==> config.mk <==
export PLATFORM = sky130hd
export DESIGN_NAME = jedro_1_sign_ext_flat
export DESIGN_NICKNAME = d
export VERILOG_FILES = /design/src/rtl/jedro_1_sign_ext_if.sv /design/src/rtl/jedro_1_sign_ext.sv /design/src/flat_wrapper.sv
export SDC_FILE = /design/constraint.sdc
export NUM_CORES = 1
export LEC_CHECK = 0
export ABC_AREA = 1
export BUFFER_PORTS_ARGS = -buffer_cell sky130_fd_sc_hd__buf_4
export CELL_PAD_IN_SITES_DETAIL_PLACEMENT = 1
export CELL_PAD_IN_SITES_GLOBAL_PLACEMENT = 1
export CORE_ASPECT_RATIO = 1.2
export CORE_UTILIZATION = 26
export DETAILED_ROUTE_END_ITERATION = 10
export GPL_TIMING_DRIVEN = 0
export HOLD_SLACK_MARGIN = 0.1
export PLACE_DENSITY_LB_ADDON = 0.08
export SETUP_SLACK_MARGIN = 0.4
export SLEW_MARGIN = 20
export SYNTH_ARGS = -nofsm -noshare
export SYNTH_HDL_FRONTEND = slang
export SYNTH_SLANG_ARGS = --single-unit
==> constraint.sdc <==
create_clock -name clk_i -period 4.3 [get_ports clk_i]
set_input_delay 0.86 -clock clk_i [delete_from_list [all_inputs] [get_ports clk_i]]
set_output_delay 0.86 -clock clk_i [all_outputs]
set_load 0.02 [all_outputs]
==> src/rtl/jedro_1_sign_ext_if.sv <==
// jedro_1 sign extender bus: field in, extended value out.
// master drives the field and controls, slave returns results.
interface jedro_1_sign_ext_if #(
  parameter int N = 32,
  parameter int M = 12
);
  logic [M-1:0] in_i;
  logic         zext_i;
  logic         valid_i;
  logic         hold_i;
  logic [N-1:0] out_comb_o;
  logic [N-1:0] out_o;
  logic         valid_o;

  modport master (
    output in_i,
    output zext_i,
    output valid_i,
    output hold_i,
    input  out_comb_o,
    input  out_o,
    input  valid_o
  );

  modport slave (
    input  in_i,
    input  zext_i,
    input  valid_i,
    input  hold_i,
    output out_comb_o,
    output out_o,
    output valid_o
  );
endinterface

==> src/rtl/jedro_1_sign_ext.sv <==
// jedro_1 immediate sign/zero extender, M -> N bits.
// Drives a same-cycle value and a one-stage registered copy.
module jedro_1_sign_ext #(
  parameter int N = 32,
  parameter int M = 12
) (
  input logic                clk_i,
  input logic                rst_i,
  jedro_1_sign_ext_if.slave  bus
);

  if (N < M) begin : g_bad_width
    $error("jedro_1_sign_ext: N must be >= M");
  end
  if (M < 1) begin : g_bad_field
    $error("jedro_1_sign_ext: M must be >= 1");
  end

  logic [N-1:0] ext;
  logic [N-1:0] out_q;
  logic         valid_q;

  if (N == M) begin : g_same
    assign ext = bus.in_i;
  end else begin : g_wide
    logic fill;
    assign fill = bus.zext_i ? 1'b0 : bus.in_i[M-1];
    assign ext  = {{(N-M){fill}}, bus.in_i};
  end

  // hold drops the incoming beat rather than queueing it
  always_ff @(posedge clk_i) begin
    if (rst_i) begin
      out_q   <= '0;
      valid_q <= 1'b0;
    end else if (bus.hold_i) begin
      out_q   <= out_q;
      valid_q <= valid_q;
    end else if (bus.valid_i) begin
      out_q   <= ext;
      valid_q <= 1'b1;
    end else begin
      valid_q <= 1'b0;
    end
  end

  assign bus.out_comb_o = ext;
  assign bus.out_o      = out_q;
  assign bus.valid_o    = valid_q;

endmodule

==> src/flat_wrapper.sv <==
// flat-port wrapper written by rule: the top's interface ports become plain ports
module jedro_1_sign_ext_flat 
#(
  parameter int N = 32,
  parameter int M = 12
)
  (clk_i, rst_i, bus_in_i, bus_zext_i, bus_valid_i, bus_hold_i, bus_out_comb_o, bus_out_o, bus_valid_o);
  jedro_1_sign_ext_if #(.N(N), .M(M)) bus_i ();
  input logic clk_i;
  input logic rst_i;
  input wire logic [$bits(bus_i.in_i)-1:0] bus_in_i;
  input wire logic [$bits(bus_i.zext_i)-1:0] bus_zext_i;
  input wire logic [$bits(bus_i.valid_i)-1:0] bus_valid_i;
  input wire logic [$bits(bus_i.hold_i)-1:0] bus_hold_i;
  output wire logic [$bits(bus_i.out_comb_o)-1:0] bus_out_comb_o;
  output wire logic [$bits(bus_i.out_o)-1:0] bus_out_o;
  output wire logic [$bits(bus_i.valid_o)-1:0] bus_valid_o;
  assign bus_i.in_i = bus_in_i;
  assign bus_i.zext_i = bus_zext_i;
  assign bus_i.valid_i = bus_valid_i;
  assign bus_i.hold_i = bus_hold_i;
  assign bus_out_comb_o = bus_i.out_comb_o;
  assign bus_out_o = bus_i.out_o;
  assign bus_valid_o = bus_i.valid_o;
  jedro_1_sign_ext #(.N(N), .M(M)) u_core (.clk_i(clk_i), .rst_i(rst_i), .bus(bus_i));
endmodule
==> summary.txt, run 1 <==
Clocking
  – Clock Latency Late Sink: 250 ps
  – CTS tree: done
  – Setup repair bufs after CTS: 0
  – Reg clk slew, reported paths: 60 ps
  – CTS buffer count: 3
  – H-tree depth: 1
  – Post-CTS Hold Buffers: 0
  – Clk buf depth: 2
  – Clock tree sinks: 14
  – Clock Tree Root: clkbuf_8
  – Post-CTS Resized: 0

Timing
  – Final Max Slew Viols: 0
  – Achievable frequency: 364 MHz
  – Final critical-path share of the clock period: 63.8%
  – RSZ-0062 raised after global routing: false
  – Worst Skew: 0 ps
  – Relative slew slack: 53.1%
  – Post-layout min period: 2740 ps
  – Worst Tran Pin Value: 703 ps
  – Final count of hold timing violations: 0
  – Total negative setup slack: 0 ps
  – Final Setup Violations: 0

Cells and area
  – Antenna cells: 0
  – Share of layout cells above drive strength 1: 63.3%
  – Layout area overhead: 72.2%
  – NumNets Final: 245
  – Design area: 1710 µm²
  – Layout Cells excl Fill: 278

Route
  – Vias: 1,064
  – DRC Markers: 0
  – Avg WL per Cell: 9.61 µm
  – Vias/cell: 3.83
  – Pre-antenna DRT Iters: 3
  – ANT nets after route: 0
  – 1st-iter DRT viols: 18
  – WL final: 2670 µm

Power
  – Pleak: 0.00103 µW
  – VDD IR-drop max: 145 µV
  – Pwr per Cell Area: 256 nW/µm²

Synthesis
  – Commonest cells in the netlist: buf_4 (51), nor2_1 (27), nand2_1 (16), dfxtp_1 (14), inv_1 (14)
  – Yosys warns: 0
  – Distinct cells, synth: 11
  – Asr flop ratio synth: 0%
  – Synth area leader: buf_4
  – Top-area cell type share of the netlist area: 38.5%
  – Synth Flop Type: dfxtp_1
  – Post-synth EDFFs: 0
  – Post-Syn Instances: 142
  – Top cells by area, synth: buf_4 (39%), dfxtp_1 (28%), nor2_1 (10%)
  – Syn nets: 159
  – Register area share after synthesis: 28.2%
  – Cell area after synthesis: 993 µm²
  – Syn Area/Cell: 7.00 µm²
  – Count leader, synth: buf_4
  – Yosys reg bits: 14

Place
  – Port Buf Inserts: 81
  – Final RePlAce weighted congestion: 0.722
  – DP Area: 1670 µm²
  – Placed cell count: 275
  – HPWL after detailed placement: 2240 µm

Setup path
  – Crit path cell chain: buf_4 > inv_1 > nor2_2 > buf_4 > buf_4
  – CP max-delay cell: nor2_2
  – Critical Path AT: 1880 ps
  – Worst Path Max Fanout: 21
  – Required time worst endpoint: 3440 ps
  – Buf+Inv Stages, Crit Path: 4
  – Cell mode on critical path: buf_4
  – Critical path class: in2out
  – CP endpoint kind: output pin
  – Crit path largest cell delay: 540 ps
  – Critical Path Source Type: input pin
  – Critical path's top delay family: simple AND/OR/NAND/NOR gates

Die
  – # IOs: 82
  – Die width: 58.4 µm
  – Initial Util: 27.3%
  – # rows: 24
  – Die ar.: 4070 µm²
  – Die span in y: 69.7 µm
  – Core area: 3630 µm²

GRT
  – Vias in the first global route: 991
  – First-pass GRT wire length: 4200 µm
  – Initial antenna violation count: 0
  – GRT Util Overall: 13.3%
  – Largest net degree at the start of global routing: 22
  – Gr ovfl total: 0

Worst hold path
  – Worst hold path type: reg2reg

Job
  – Max Cap Viol: 0

Run status
  – Status: complete, no violations
==> worst paths after layout <==
path	startpoint	endpoint	slack (ps)	cells after the start
worst max-delay path	bus_in_i[11]	bus_out_comb_o[18]	1560	5
worst min-delay path	u_core.bus.valid_o$_SDFFE_PP0N_	u_core.bus.valid_o$_SDFFE_PP0N_	470	2
worst max register to register	u_core.bus.out_o[12]$_SDFFE_PP0P_	u_core.bus.out_o[12]$_SDFFE_PP0P_	3230	4
worst min register to register	u_core.bus.valid_o$_SDFFE_PP0N_	u_core.bus.valid_o$_SDFFE_PP0N_	470	2
==> registers in the layout, indices dropped and copies added (netlist names) <==
name and flops:
u_core.bus.out_o 13, u_core.bus.valid_o 1
==> power breakdown <==
group	leakage, µW	internal (µW)	switching (µW)	total [µW]
combinational	0.000888	93.9	89.0	183
clock	0.0000216	62.1	47.4	109
sequential	0.000116	138	6.98	145
==> worst register-to-register path, stage by stage, from the launching register on <==
cell	delay [ps]
dfxtp_1	710
inv_1	90
nand2_1	80
nand2_1	50
nor2_1	80
==> layout by cell type, fill, tap and decap left out <==
| master | synthesis | routed |
|---|---|---|
| buf_4 | 51 | 132 |
| inv_2 | 2 | 2 |
| a21oi_1 | 1 | 1 |
| nor2_2 | 0 | 1 |
| nor2_4 | 1 | 1 |
| clkbuf_8 | 0 | 3 |
| buf_2 | 2 | 2 |
| buf_6 | 2 | 2 |
| dfxtp_1 | 14 | 14 |
| nand3_1 | 12 | 12 |
| nand2_1 | 16 | 16 |
| nor2_1 | 27 | 26 |
| inv_1 | 14 | 14 |
==> metal layers <==
layer / routed length (µm) / global-route usage, % / up-vias / part of all wire, %
met5: 0 / 0 / - / 0
met4: 47 / 6.35 / 0 / 1.8
met3: 254 / 3.54 / 5 / 9.5
met2: 1410 / 25.9 / 53 / 53
met1: 957 / 12.1 / 469 / 36
li1: - / - / 537 / -
==> final cells by class <==
cell class              count  area, µm²
multi-input cells          57        240
fillers                   482       1920
well taps                  52       65.1
clock buffers               3       41.3
repair buffers             81        608
flip-flops and latches     14        280
plain buffers              55        415
inverters                  16       60.1
==> cells by family after synthesis <==
kind of cell | synth area share, %
compound gates | 0.503
buf+inv | 47.9
flops | 28.2
simple gates | 23.4
==> metrics by stage <==
stage | power (µW) | utilization (%) | hold WS [ps] | setup slack [ps]
after floorplan | 257 | - | 527 | 1590
after global placement | 329 | 45.9 | 442 | 1250
after detailed placement | 334 | 45.9 | 478 | 1160
after CTS | 444 | 47.0 | 484 | 1150
after global routing | 459 | 47.1 | 516 | 1390
final | 438 | 47.1 | 474 | 1560
Note: power is estimated with default switching activity, not from simulation.
==> inputs of run 2 (changes only) <==
Settings changed: CORE_UTILIZATION 26 to 24.
Clock period 4.3 ns to 2.8 ns, I/O delays scaled along.
==> run 2 against run 1 <==
Clock power grew 80%. Via count shrank 3.4%. Sequential power grew 54%. Routed wire length grew 2.3%. Clock-buffer cell count grew 1. Critical path depth is the same. Register-to-register slack lost 1500 ps. Critical path type unchanged. Highest routed layer unchanged.
==> summary.txt, run 2 (synthesis gave the netlist of run 1 again) <==
Power
  – Reg power frac: 31.9%
  – Clock network fraction of design power: 28.0%
  – Combinational fraction of design power: 40.1%
  – Final Total Pwr: 701 µW
  – Sw Share: 31.4%
  – Pleak: 0.00103 µW
  – VDD IR-drop max: 176 µV
  – Internal cell power: 481 µW
  – Pwr per Cell Area: 406 nW/µm²
  – Psw: 220 µW

Clocking
  – Clock Latency Late Sink: 240 ps
  – Setup repair bufs after CTS: 0
  – Clock Tree Root: clkbuf_8
  – Post-CTS Hold Buffers: 0
  – CTS buffer count: 3
  – Clock tree sinks: 14
  – H-tree depth: 1
  – Reg clk slew, reported paths: 60 ps
  – Clk buf depth: 2
  – CTS tree: done

Route
  – WL final: 2730 µm
  – DRC Markers: 0
  – Vias/cell: 3.66
  – Vias: 1,028
  – Avg WL per Cell: 9.73 µm
  – Pre-antenna DRT Iters: 2
  – 1st-iter DRT viols: 23
  – ANT nets after route: 0

Die
  – Die span in y: 72.5 µm
  – Initial Util: 25.2%
  – Die ar.: 4400 µm²
  – Core area: 3940 µm²
  – # rows: 25
  – Die width: 60.7 µm
  – # IOs: 82

Setup path
  – CP endpoint kind: output pin
  – CP max-delay cell: nor2_2
  – Reg-to-Reg Start: u_core.bus.out_o[12]$_SDFFE_PP0P_
  – Critical Path Source Type: input pin
  – Crit path cell chain: buf_4 > inv_1 > nor2_2 > buf_4 > buf_4
  – Worst R2R Setup Slack: 1730 ps
  – Cell mode on critical path: buf_4
  – Crit path largest cell delay: 560 ps
  – Buf+Inv Stages, Crit Path: 4
  – CP Launch Point: bus_in_i[11]
  – Crit path capture: bus_out_comb_o[23]
  – Worst R2R End: u_core.bus.out_o[12]$_SDFFE_PP0P_
  – Critical path's top delay family: simple AND/OR/NAND/NOR gates
  – Required time worst endpoint: 2240 ps
  – WP depth: 5
  – Worst reg-to-reg path cell count: 4
  – Critical Path AT: 1610 ps
  – Critical path class: in2out
  – Worst Path Max Fanout: 21

Cells and area
  – Layout area overhead: 73.8%
  – Most common cell after layout, fill and taps aside: buf_4
  – Fill cell count: 532
  – Share of layout cells above drive strength 1: 63.4%
  – NumNets Final: 245
  – FF+latch area: 280 µm²
  – Area of the multi-input gates: 240 µm²
  – Layout Cells excl Fill: 281
  – Commonest non-fill, non-tap cells in the layout: buf_4 (132), nor2_1 (26), nand2_1 (16), inv_1 (14), dfxtp_1 (14)
  – Max reg flops: 13
  – Fin util: 43.8%
  – Antenna cells: 0

GRT
  – Largest net degree at the start of global routing: 22
  – First-pass GRT wire length: 4260 µm
  – Initial antenna violation count: 0
  – GRT Util Overall: 12.5%
  – Gr ovfl total: 0
  – Vias in the first global route: 986

Timing
  – RSZ-0062 raised after global routing: false
  – Relative slew slack: 51.0%
  – Final critical-path share of the clock period: 77.5%
  – Final count of hold timing violations: 0
  – Post-layout min period: 2170 ps
  – Achievable frequency: 461 MHz
  – Final Setup Violations: 0
  – Worst Tran Pin Value: 733 ps
  – Total negative setup slack: 0 ps
  – Final Max Slew Viols: 0
  – Worst Skew: 0 ps

Place
  – HPWL after detailed placement: 2290 µm
  – Port Buf Inserts: 81
  – Placed cell count: 277
  – Final RePlAce weighted congestion: 0.684

Job
  – Max Cap Viol: 0

Worst hold path
  – Worst hold path type: reg2reg

Run status
  – Status: complete, no violations
## run 2: changes by cell type in the layout (fill, tap and decap cells not counted)
cell and change:
clkbuf_8 +1
## run 2: final cells by class
type / instances / area share, %
buffer: 55 / 24.1
clock buffer: 4 / 3.19
inverter: 16 / 3.48
multi-input combinational: 57 / 13.9
sequential: 14 / 16.2
tap: 54 / 3.91
timing repair buffer: 81 / 35.2
## run 2: per-layer routing
| layer | part of all wire, % | GRT usage (%) |
|---|---|---|
| met2 | 51 | 23.8 |
| met4 | 1.2 | 5.30 |
| met1 | 39 | 13.6 |
| met3 | 8.3 | 1.07 |
| met5 | 0 | 0 |
## run 2: worst reg2reg max path, cell delays in order (launching register included)
cell and delay [ps]:
dfxtp_1 710, inv_1 90, nand2_1 80, nand2_1 40, nor2_1 80
## run 2: power groups by stage
stage          Clock [µW]  Combinational, µW  Sequential (µW)
2_1_floorplan           0                153              242
3_3_place_gp            0                279              227
3_5_place_dp            0                285              229
4_1_cts               201                286              224
5_1_grt               210                302              226
6_report              196                281              224
## run 2: what timing repair did
item,CTS,global route
hold endpoints to repair,0,0
gates resized for setup,1,0
endpoints found under the setup margin,20,0
## run 2: worst min-delay path by stage
| stage | startpoint | endpoint | cells after the start |
|---|---|---|---|
| global placement | u_core.bus.valid_o$_SDFFE_PP0N_ | u_core.bus.valid_o$_SDFFE_PP0N_ | 2 |
| CTS | rst_i | u_core.bus.valid_o$_SDFFE_PP0N_ | 2 |
| floorplan | u_core.bus.valid_o$_SDFFE_PP0N_ | u_core.bus.valid_o$_SDFFE_PP0N_ | 2 |
| global route | rst_i | u_core.bus.valid_o$_SDFFE_PP0N_ | 2 |
| detailed placement | u_core.bus.valid_o$_SDFFE_PP0N_ | u_core.bus.valid_o$_SDFFE_PP0N_ | 2 |
| finish | u_core.bus.valid_o$_SDFFE_PP0N_ | u_core.bus.valid_o$_SDFFE_PP0N_ | 2 |
## run 2: through the flow
step           hold WS (ps)  setup slack (ps)  instance area [µm²]
2_1_floorplan           527               691                  993
3_3_place_gp            440               342                 1670
3_5_place_dp            471               237                 1670
4_1_cts                 479               604                 1730
5_1_grt                 482               513                 1730
6_report                467               630                 1730
==> inputs of run 3 (changes only) <==
Settings changed: ABC_AREA 1 to 0, CORE_UTILIZATION 24 to 23.
Clock period 2.8 ns to 2 ns, I/O delays scaled along.
==> run 3 against run 2 <==
Worst hold slack got worse by 120 ps. Clock skew did not move. Area after synthesis fell by 11%. Setup slack got worse by 110 ps. Final cell count fell by 11%. Utilization rose by 1.1 points. Critical path type is now reg2out. Highest routed layer unchanged.
==> summary.txt, run 3 <==
Synthesis
  – Post-Syn Instances: 112
  – Synth area leader: buf_4
  – Top-area cell type share of the netlist area: 44.3%
  – Syn Area/Cell: 7.86 µm²
  – Post-synth EDFFs: 0
  – Synth Flop Type: dfxtp_1
  – Yosys reg bits: 14
  – Count leader, synth: buf_4
  – Register area share after synthesis: 31.8%
  – Yosys warns: 0
  – Top cells by area, synth: buf_4 (44%), dfxtp_1 (32%), nand2_1 (12%)
  – Commonest cells in the netlist: buf_4 (52), nand2_1 (27), a21oi_1 (14), dfxtp_1 (14)
  – Asr flop ratio synth: 0%
  – Cell area after synthesis: 881 µm²
  – Distinct cells, synth: 9
  – Syn nets: 129

GRT
  – Gr ovfl total: 0
  – Initial antenna violation count: 0
  – First-pass GRT wire length: 3880 µm
  – Largest net degree at the start of global routing: 22
  – GRT Util Overall: 12.4%
  – Vias in the first global route: 891

Timing
  – WHS: 349 ps
  – Post-layout min period: 1480 ps
  – Achievable frequency: 677 MHz
  – Worst Setup Slack, final: 523 ps
  – Final Max Slew Viols: 0
  – Final Setup Violations: 0
  – Worst Skew: 0 ps
  – Total negative setup slack: 0 ps
  – Relative slew slack: 69.0%
  – Worst Tran Pin Value: 465 ps
  – Final critical-path share of the clock period: 73.8%
  – RSZ-0062 raised after global routing: false
  – Final count of hold timing violations: 0

Route
  – 1st-iter DRT viols: 14
  – ANT nets after route: 0
  – Avg WL per Cell: 10.8 µm
  – Pre-antenna DRT Iters: 4
  – Vias/cell: 3.80
  – WL final: 2690 µm
  – Vias: 951
  – DRC Markers: 0

Setup path
  – Worst Path Max Fanout: 21
  – Required time worst endpoint: 1600 ps
  – Crit path largest cell delay: 530 ps
  – Critical path class: reg2out
  – Buf+Inv Stages, Crit Path: 2
  – Cell mode on critical path: buf_4
  – CP max-delay cell: dfxtp_2
  – Crit path cell chain: buf_4 > buf_4
  – Reg-to-Reg Start: u_core.bus.out_o[12]$_SDFFE_PP0P_
  – Critical Path AT: 1080 ps
  – CP Launch Point: u_core.bus.out_o[12]$_SDFFE_PP0P_
  – Critical Path Source Type: register
  – CP endpoint kind: output pin
  – Critical path's top delay family: flip-flops

Clocking
  – Clk buf depth: 2
  – Reg clk slew, reported paths: 60 ps
  – Clock Tree Root: clkbuf_8
  – Clock Latency Late Sink: 240 ps
  – CTS buffer count: 3
  – H-tree depth: 1
  – Clock tree sinks: 14
  – Post-CTS Hold Buffers: 0
  – CTS tree: done

Run status
  – Status: complete, no violations

Die
  – Die span in y: 69.8 µm
  – # rows: 24
  – Die ar.: 4080 µm²
  – Die width: 58.5 µm
  – # IOs: 82
  – Initial Util: 24.2%
  – Core area: 3630 µm²

Cells and area
  – Fill cell count: 469
  – Max reg flops: 13
  – Commonest non-fill, non-tap cells in the layout: buf_4 (133), nand2_1 (27), a21oi_1 (14), dfxtp_1 (13), clkbuf_8 (4)
  – Most common cell after layout, fill and taps aside: buf_4
  – Layout area overhead: 85.2%
  – Antenna cells: 0
  – Design area: 1630 µm²
  – NumNets Final: 216
  – Share of layout cells above drive strength 1: 72.2%

Power
  – Final Total Pwr: 873 µW
  – Pwr per Cell Area: 535 nW/µm²
  – Reg power frac: 34.5%
  – Clock network fraction of design power: 31.4%
  – Internal cell power: 622 µW
  – Combinational fraction of design power: 34.1%
  – Sw Share: 28.8%
  – Pleak: 0.000901 µW
  – VDD IR-drop max: 251 µV
  – Psw: 252 µW

Place
  – DP Area: 1560 µm²
  – Port Buf Inserts: 81
  – Final RePlAce weighted congestion: 0.666
  – HPWL after detailed placement: 2200 µm
  – Dpl ws: 118 ps

Worst hold path
  – Min-delay src: rst_i
  – Worst hold path type: in2reg

Job
  – Max Cap Viol: 0
==> run 3: changes by cell type after synthesis, moves of 2 or more <==
cell	delta
a21oi_1	+13
nand2_1	+11
inv_2	-2
buf_2	-2
inv_1	-14
nand3_1	-12
nor2_1	-27
==> run 3: worst paths after layout <==
kind                                  endpoint  slack [ps]  cells after the start
max                              bus_out_o[31]         520                      2
min          u_core.bus.out_o[12]$_SDFFE_PP0P_         350                      2
max reg2reg  u_core.bus.out_o[12]$_SDFFE_PP0P_        1160                      2
min reg2reg   u_core.bus.out_o[4]$_SDFFE_PP0P_         450                      2
==> run 3: power groups by stage <==
stage               Combinational [µW]  Sequential (µW)  Clock [µW]
floorplan                          154              322           0
global placement                   292              306           0
detailed placement                 299              307           0
CTS                                302              301         289
global route                       315              303         297
finish                             298              301         274
==> run 3: layout make-up <==
| class | instances | area (µm²) | area share, % |
|---|---|---|---|
| multi-input combinational | 45 | 216 | 13.3 |
| timing repair buffer | 81 | 608 | 37.3 |
| sequential | 14 | 282 | 17.3 |
| tap | 52 | 65.1 | 3.99 |
| buffer | 54 | 405 | 24.8 |
| clock buffer | 4 | 55.1 | 3.37 |
==> run 3: routing by layer <==
metal,wire (µm),vias up,global-route usage (%)
met3,240,2,2.99
met4,7,0,3.97
met1,906,434,11.7
met2,1540,46,24.8
met5,0,-,0
li1,-,469,-
==> run 3: cells by family after synthesis <==
group / synth area share (%)
and+or+nand+nor: 14.2
DFF: 31.8
buffers and inverters: 46.0
AOI/OAI and AO/OA: 7.95
==> run 3: timing repair <==
item	CTS	global route
resized for setup	2	1
endpoints found under the setup margin	40	9
setup buffers	0	0
gates cloned	1	0
==> run 3: stage by stage <==
stage               utilization [%]  std cells
finish                         44.9        250
global route                   44.9        250
CTS                            44.8        250
detailed placement             42.8        245
global placement               42.8        245
floorplan                         -        112
